### src/rtl/alu_arbiter.sv
`default_nettype none
// ============================================================================
// Module      : alu_arbiter
// Description : Round-robin sharing of one ALU between two requesters, with
//               multiply hold-off and result routing back to the issuer.
//               Optional macro ALU_ARB_LOCK_EN enables req 0 exclusive lock.
// Revision    : 1.0 - initial release
// ============================================================================
module alu_arbiter (
    input  logic        i_clk,
    input  logic        i_rst,
    input  logic        i_r0_stb,
    input  logic [3:0]  i_r0_op,
    input  logic [31:0] i_r0_a,
    input  logic [31:0] i_r0_b,
    output logic        o_r0_stall,
    output logic        o_r0_valid,
    output logic [31:0] o_r0_c,
    output logic [3:0]  o_r0_f,
    input  logic        i_r1_stb,
    input  logic [3:0]  i_r1_op,
    input  logic [31:0] i_r1_a,
    input  logic [31:0] i_r1_b,
    output logic        o_r1_stall,
    output logic        o_r1_valid,
    output logic [31:0] o_r1_c,
    output logic [3:0]  o_r1_f,
    input  logic        i_r0_lock,
    output logic        o_alu_ce,
    output logic        o_alu_valid,
    output logic [3:0]  o_alu_op,
    output logic [31:0] o_alu_a,
    output logic [31:0] o_alu_b,
    input  logic [31:0] i_alu_c,
    input  logic [3:0]  i_alu_f,
    input  logic        i_alu_valid,
    input  logic        i_alu_busy
);

    localparam logic [0:0] S_IDLE = 1'b0;
    localparam logic [0:0] S_MPY  = 1'b1;

    logic [0:0] r_state;
    logic       r_pending;
    logic       r_owner;
    logic       r_rr_last;

    logic       w_r1_req;
    logic       w_can_issue;
    logic       w_grant;
    logic       w_issue;
    logic       w_sel_r1;
    logic       w_is_mpy;

`ifdef ALU_ARB_LOCK_EN
    assign w_r1_req = i_r1_stb & ~i_r0_lock;
`else
    logic w_unused_lock;
    assign w_unused_lock = i_r0_lock;
    assign w_r1_req      = i_r1_stb;
`endif

    assign w_can_issue = ~i_rst & (r_state == S_IDLE) & ~i_alu_busy;
    // With only one request present the grant follows it; a tie goes to !rr_last.
    assign w_grant     = (i_r0_stb & w_r1_req) ? ~r_rr_last : ~i_r0_stb;
    assign w_issue     = w_can_issue & (i_r0_stb | w_r1_req);
    assign w_sel_r1    = w_issue & w_grant;

    assign o_alu_ce    = w_issue;
    assign o_alu_valid = w_issue;
    assign o_alu_op    = w_sel_r1 ? i_r1_op : i_r0_op;
    assign o_alu_a     = w_sel_r1 ? i_r1_a  : i_r0_a;
    assign o_alu_b     = w_sel_r1 ? i_r1_b  : i_r0_b;

    assign w_is_mpy    = (o_alu_op == 4'h8) | (o_alu_op == 4'hA) | (o_alu_op == 4'hB);

    assign o_r0_stall  = i_r0_stb & ~(w_issue & ~w_grant);
    assign o_r1_stall  = i_r1_stb & ~w_sel_r1;

    // Routing uses the pre-edge owner, so a result and a new grant may coincide.
    assign o_r0_valid  = ~i_rst & i_alu_valid & r_pending & ~r_owner;
    assign o_r1_valid  = ~i_rst & i_alu_valid & r_pending &  r_owner;
    assign o_r0_c      = i_alu_c;
    assign o_r0_f      = i_alu_f;
    assign o_r1_c      = i_alu_c;
    assign o_r1_f      = i_alu_f;

    always_ff @(posedge i_clk) begin
        if (i_rst) begin
            r_state   <= S_IDLE;
            r_pending <= 1'b0;
            r_owner   <= 1'b0;
            r_rr_last <= 1'b1;
        end else begin
            if (w_issue) begin
                r_rr_last <= w_grant;
                r_owner   <= w_grant;
                r_pending <= 1'b1;
            end else if (i_alu_valid) begin
                r_pending <= 1'b0;
            end
            case (r_state)
                S_IDLE: if (w_issue && w_is_mpy) r_state <= S_MPY;
                S_MPY:  if (i_alu_valid)         r_state <= S_IDLE;
                default:                         r_state <= S_IDLE;
            endcase
        end
    end

endmodule
`default_nettype wire

### config.mk
export PLATFORM = sky130hd
export DESIGN_NAME = alu_arbiter
export DESIGN_NICKNAME = d
export VERILOG_FILES = /design/src/rtl/alu_arbiter.sv
export SDC_FILE = /design/constraint.sdc
export NUM_CORES = 1
export LEC_CHECK = 0
export CORE_AREA = 2 2 126 128
export CTS_CLUSTER_DIAMETER = 30
export DETAILED_ROUTE_END_ITERATION = 6
export DIE_AREA = 0 0 128 130
export HOLD_SLACK_MARGIN = 0.1
export MAX_ROUTING_LAYER = met4
export PLACE_DENSITY = 0.59
export REMOVE_ABC_BUFFERS = 1
export SLEW_MARGIN = 20
export SYNTH_ARGS = -nofsm -noshare
export SYNTH_HDL_FRONTEND = slang
export SYNTH_SLANG_ARGS = --single-unit
### constraint.sdc
create_clock -name i_clk -period 1.7 [get_ports i_clk]
set_input_delay 0.34 -clock i_clk [delete_from_list [all_inputs] [get_ports i_clk]]
set_output_delay 0.34 -clock i_clk [all_outputs]
set_load 0.01 [all_outputs]
Yosys cells after proc, flatten, opt, wreduce, memory -nomap -nowiden
Index checks and enable logic that the tools add are counted.
Widths: inputs -> output; s select.
- register bits: 4
- bits of input ports: 179
- output and inout bits: 146
- logic and storage cells: 42
- eq/ne operators: 3
- multiplexer cells: 9
- bitwise operators: 24
- reduce and logical (&&, ||, !) cells: 2
- operator list (operator ; number):
    $mux 32 ; 2
    $and 1x1->1 ; 12
    $eq 4x4->1 const B ; 3
    $not 1->1 ; 9
    $mux 1 ; 5
    $mux 4 ; 1
    $or 1x1->1 ; 3
    $pmux 1 s2 ; 1
    $reduce_bool 2->1 ; 1
    $logic_and 1x1->1 ; 1

Longest topological paths before layout
- depth in word-level cells: 12
- depth in mapped cells: 5
- mapped depth without buffers: 4

Worst setup path after synthesis
OpenSTA, ideal clock, no wires.
- path kind: input port to output port
- from: input port i_alu_busy
- to: output port o_alu_a[0]
- arrival time: 1184 ps
- required time: 1360 ps
- setup slack: 176 ps
- cell stages on the path: 5
- buffers on the path: 2
- cell sequence: nor2_1 -> nand4b_1 -> buf_6 -> buf_12 -> mux2_4
- word-level cells in the longest chain between the ends: 5
- RTL lines (what ; RTL line ; source):
    start: declaration ; 37 ; input logic i_alu_busy
    $not 1->1 ; 63 ; assign w_can_issue = ~i_rst & (r_state == S_IDLE) & ~i_alu_busy;
    $and 1x1->1 ; 63 ;
    $and 1x1->1 ; 66 ; assign w_issue = w_can_issue & (i_r0_stb | w_r1_req);
    $and 1x1->1 ; 67 ; assign w_sel_r1 = w_issue & w_grant;
    $mux 32 ; 72 ; assign o_alu_a = w_sel_r1 ? i_r1_a : i_r0_a;
    end: declaration ; 32 ; output logic [31:0] o_alu_a,
Every way passes these cells.

Final worst setup path
- from: register r_state
- to: output port o_alu_b[14]
- word-level cells in the longest chain between the ends: 6
- RTL lines (what ; RTL line ; source):
    start: declaration ; 43 ; logic [0:0] r_state;
    start signal: assignment ; 90 ; r_state <= S_IDLE;
    start signal: assignment ; 103 ; S_IDLE: if (w_issue && w_is_mpy) r_state <= S_MPY;
    start signal: assignment ; 104 ; S_MPY: if (i_alu_valid) r_state <= S_IDLE;
    $not 1->1 ; -- ;
    $and 1x1->1 (2 in a row) ; 63 ;
    $and 1x1->1 ; 66 ;
    $and 1x1->1 ; 67 ;
    $mux 32 ; 73 ; assign o_alu_b = w_sel_r1 ? i_r1_b : i_r0_b;
    end: declaration ; 33 ; output logic [31:0] o_alu_b,
Every way passes these cells.

==> key figures <==
Outcome
  – Status: finished, violations left
  – Failing checks: setup timing

Floorplan
  – Die Width: 128 um
  – Initial core utilization: 12.5%
  – Core area: 15,400 um2
  – Die Footprint: 16,600 um2
  – Num rows: 46
  – Io pins: 325
  – Die Y: 130 um

Detailed routing
  – DR iter-0 viols: 32
  – Metal2 WL: 5.00 mm
  – Vias per inst: 3.72
  – Routed vias: 1,997
  – Met3 wire len: 2.16 mm
  – Remaining DRCs: 0
  – Final antenna-violating net count: 0
  – Drt first pass iters: 4
  – Avg WL per Cell: 21.1 um
  – Total wire length: 11.3 mm
  – M1 WL: 4.13 mm
  – Top Layer Used: met4

CTS
  – CTS tree: built
  – Clock Latency Late Sink: 0.22 ns
  – CTS Root Cell: clkbuf_16
  – Clk sinks: 4
  – Worst-case clock buffer depth: 2
  – H-Tree Depth: 1
  – CTS buffer count: 3
  – Hold Buf Count CTS: 0
  – Clock slew at reported path FFs: 0.03 ns

STA
  – Setup TNS Final: -19.09 ns
  – FMAX: 501 MHz
  – Final period util: 117%
  – Final Hold Fails: 0
  – Max_slew headroom: 84.8%
  – Min Hold Slack: 0.475 ns
  – Pins over their slew limit: 0
  – RSZ-0062 raised after global routing: true
  – Tmin final: 2.00 ns
  – Worst-Margin Slew: 0.222 ns
  – Setup ws final: -0.296 ns
  – Final setup viols: 72
  – Worst clock skew: 0.000148 ns

Power
  – Clk network pwr share: 24.4%
  – Sequential share of power: 7.0%
  – P_int: 1130 uW
  – Cell Pwr Density: 353 nW/um2
  – Peak supply drop: 360 uV
  – Switch Pwr: 359 uW
  – Switching Share: 24.1%
  – LEAKAGE: 0.00199 uW
  – Part of the power in combinational logic: 68.6%

Setup path
  – Critical Path Fanout Max: 8
  – WP data arrival: 1.66 ns
  – CP startpoint: r_state$_SDFF_PP0_
  – Critical R2R Launch: r_state$_SDFF_PP0_
  – Worst reg2reg path depth: 7
  – CP required: 1.36 ns
  – Max incr delay on CP: 0.32 ns
  – CP endpoint kind: output pin
  – Setup CP Type: flop to output pin
  – Crit-path cells: nor2_4, nand4b_1, buf_6, buf_12, buf_12, mux2_4, buf_6
  – Type of origin of the critical path: flop
  – Slowest CP cell: dfxtp_2

Synthesis
  – XOR/XNOR share of the synthesized area: 0%
  – Synth Area in Compound Gates: 1.62%
  – Sequential area share after synthesis: 4.14%
  – Flops & latches, synth: 4
  – Mux share of post-synthesis cell area: 53.1%
  – Yosys warns: 0
  – Cell Area, Synth: 1930 um2
  – Mapped Cells: 177
  – Synth Area in Simple Gates: 5.24%
  – Yosys cell types: 20
  – Adder-cell share of the synthesized area: 0%
  – Main combinational cell family by area after synthesis: multiplexers
  – Avg Synthesized Cell Area: 10.9 um2

Worst hold path
  – Min-delay src: r_pending$_SDFFE_PP0P_
  – Worst Hold Depth: 2
  – Path type of the worst min-delay path: flop to flop

GRT
  – First-pass GRT wire length: 14.1 mm
  – Pin count of the biggest net entering global routing: 10
  – Initial antenna violation count: 1
  – Total grt overflow: 0
  – Vias in the first global route: 2,085
  – Total GRT Usage: 12.3%

Placed design
  – Final estimated routing congestion in global placement: 0.792
  – Detailed Place HPWL: 9.71 mm
  – Port bufs: 215

Layout
  – Share of layout cells above drive strength 1: 51.5%
  – Fin nets: 525
  – Final core utilization: 27.3%
  – P&R area growth vs syn: 118%

Flow run
  – Maxcap violations: 0
==> layer usage <==
layer | GRT usage, % | vias up
li1 | - | 874
met1 | 12.5 | 921
met2 | 18.3 | 200
met3 | 11.3 | 2
met4 | 0.970 | 0
met5 | - | -
==> placed cells by master (no fill, tap or decap) <==
cell and n:
o21ai_1 1, dfxtp_2 1, a21oi_1 2, buf_2 4
diode_2 1, mux2_2 1, buf_12 6, nand3b_1 3
nor2_1 2, nor2_4 1, buf_6 75, mux2i_1 1
clkbuf_16 4, mux2_4 67, buf_4 8, clkdlybuf4s50_1 138
and2_4 1, a21boi_1 1, dlygate4sd2_1 3, nand2b_1 4
buf_8 5, dfxtp_1 3, a22o_1 1, nand2_1 4
clkdlybuf4s15_2 1, buf_16 2, nor3_2 1, nor3b_1 1
nand4b_1 1, clkdlybuf4s15_1 2
==> worst paths after layout <==
kind	slack, ns	end
worst max register to register	0.20	r_state$_SDFF_PP0_
worst max-delay path	-0.30	o_alu_b[14]
worst min register to register	0.47	r_pending$_SDFFE_PP0P_
worst min-delay path	0.47	r_pending$_SDFFE_PP0P_
==> layout make-up <==
| type | instances | area (um2) |
|---|---|---|
| Multi-Input combinational cell | 92 | 1170 |
| Clock buffer | 3 | 75.1 |
| Timing Repair Buffer | 245 | 2640 |
| Sequential cell | 4 | 81.3 |
| Tap cell | 192 | 240 |
| Antenna cell | 1 | 2.50 |
| Fill cell | 1612 | 11200 |
==> what timing repair did <==
action / 4_1_cts / 5_1_grt
setup endpoints to repair: 75 / 72
pin swaps: 2 / 2
endpoints found under the hold margin: 0 / 0
buffers inserted: 6 / 0
resized for setup: 387 / 10
gates cloned: 3 / 1
==> metrics by stage <==
step	power, uW	setup WS, ns	cell area (um2)	cells
final	1490	-0.296	4210	537
after global routing	1550	-0.344	4210	537
after CTS	1490	-0.364	4190	537
after detailed placement	1050	-0.950	3860	525
after global placement	1050	-0.964	3860	525
after floorplan	443	-3.51	1240	96
==> synthesized netlist by cell type <==
cell,instances,area [um2]
nand2b_1,4,25.0
nor2_1,3,11.3
buf_4,73,548
buf_6,1,11.3
a22o_1,1,8.76
dfxtp_1,4,80.1
and2_1,1,6.26
mux2i_1,1,10.0
nand4b_1,1,8.76
a21oi_1,2,10.0
nand3b_1,3,22.5
buf_12,6,120
o21ai_0,1,5.00
buf_8,1,15.0
a21boi_0,1,7.51
nand2_1,4,15.0
nor3_1,1,5.00
nor3b_1,1,7.51
mux2_4,67,1010
mux2_2,1,11.3
==> power by group through the flow <==
stage	clock (uW)	sequential (uW)	combinational [uW]
5_1_grt	372	105	1070
3_3_place_gp	0	105	943
2_1_floorplan	0	104	339
6_report	362	105	1020
4_1_cts	367	104	1020
3_5_place_dp	0	105	950
==> state kept, by name (all words and copies together) (netlist names) <==
signal	flops
r_owner	1
r_rr_last	1
r_pending	1
r_state	1
==> worst max-delay path: cells and delay by family (launching register included) <==
family	cells	cell delay, ns
and+or+nand+nor	2	0.23
buffers and inverters	4	0.58
DFF	1	0.32
muxes	1	0.30
==> logic make-up after synthesis <==
logic type      count (synthesis)
flops                           4
simple gates                   18
buf+inv                        81
mux                            69
compound gates                  5
No activity file was read; power rests on OpenSTA's default activity.
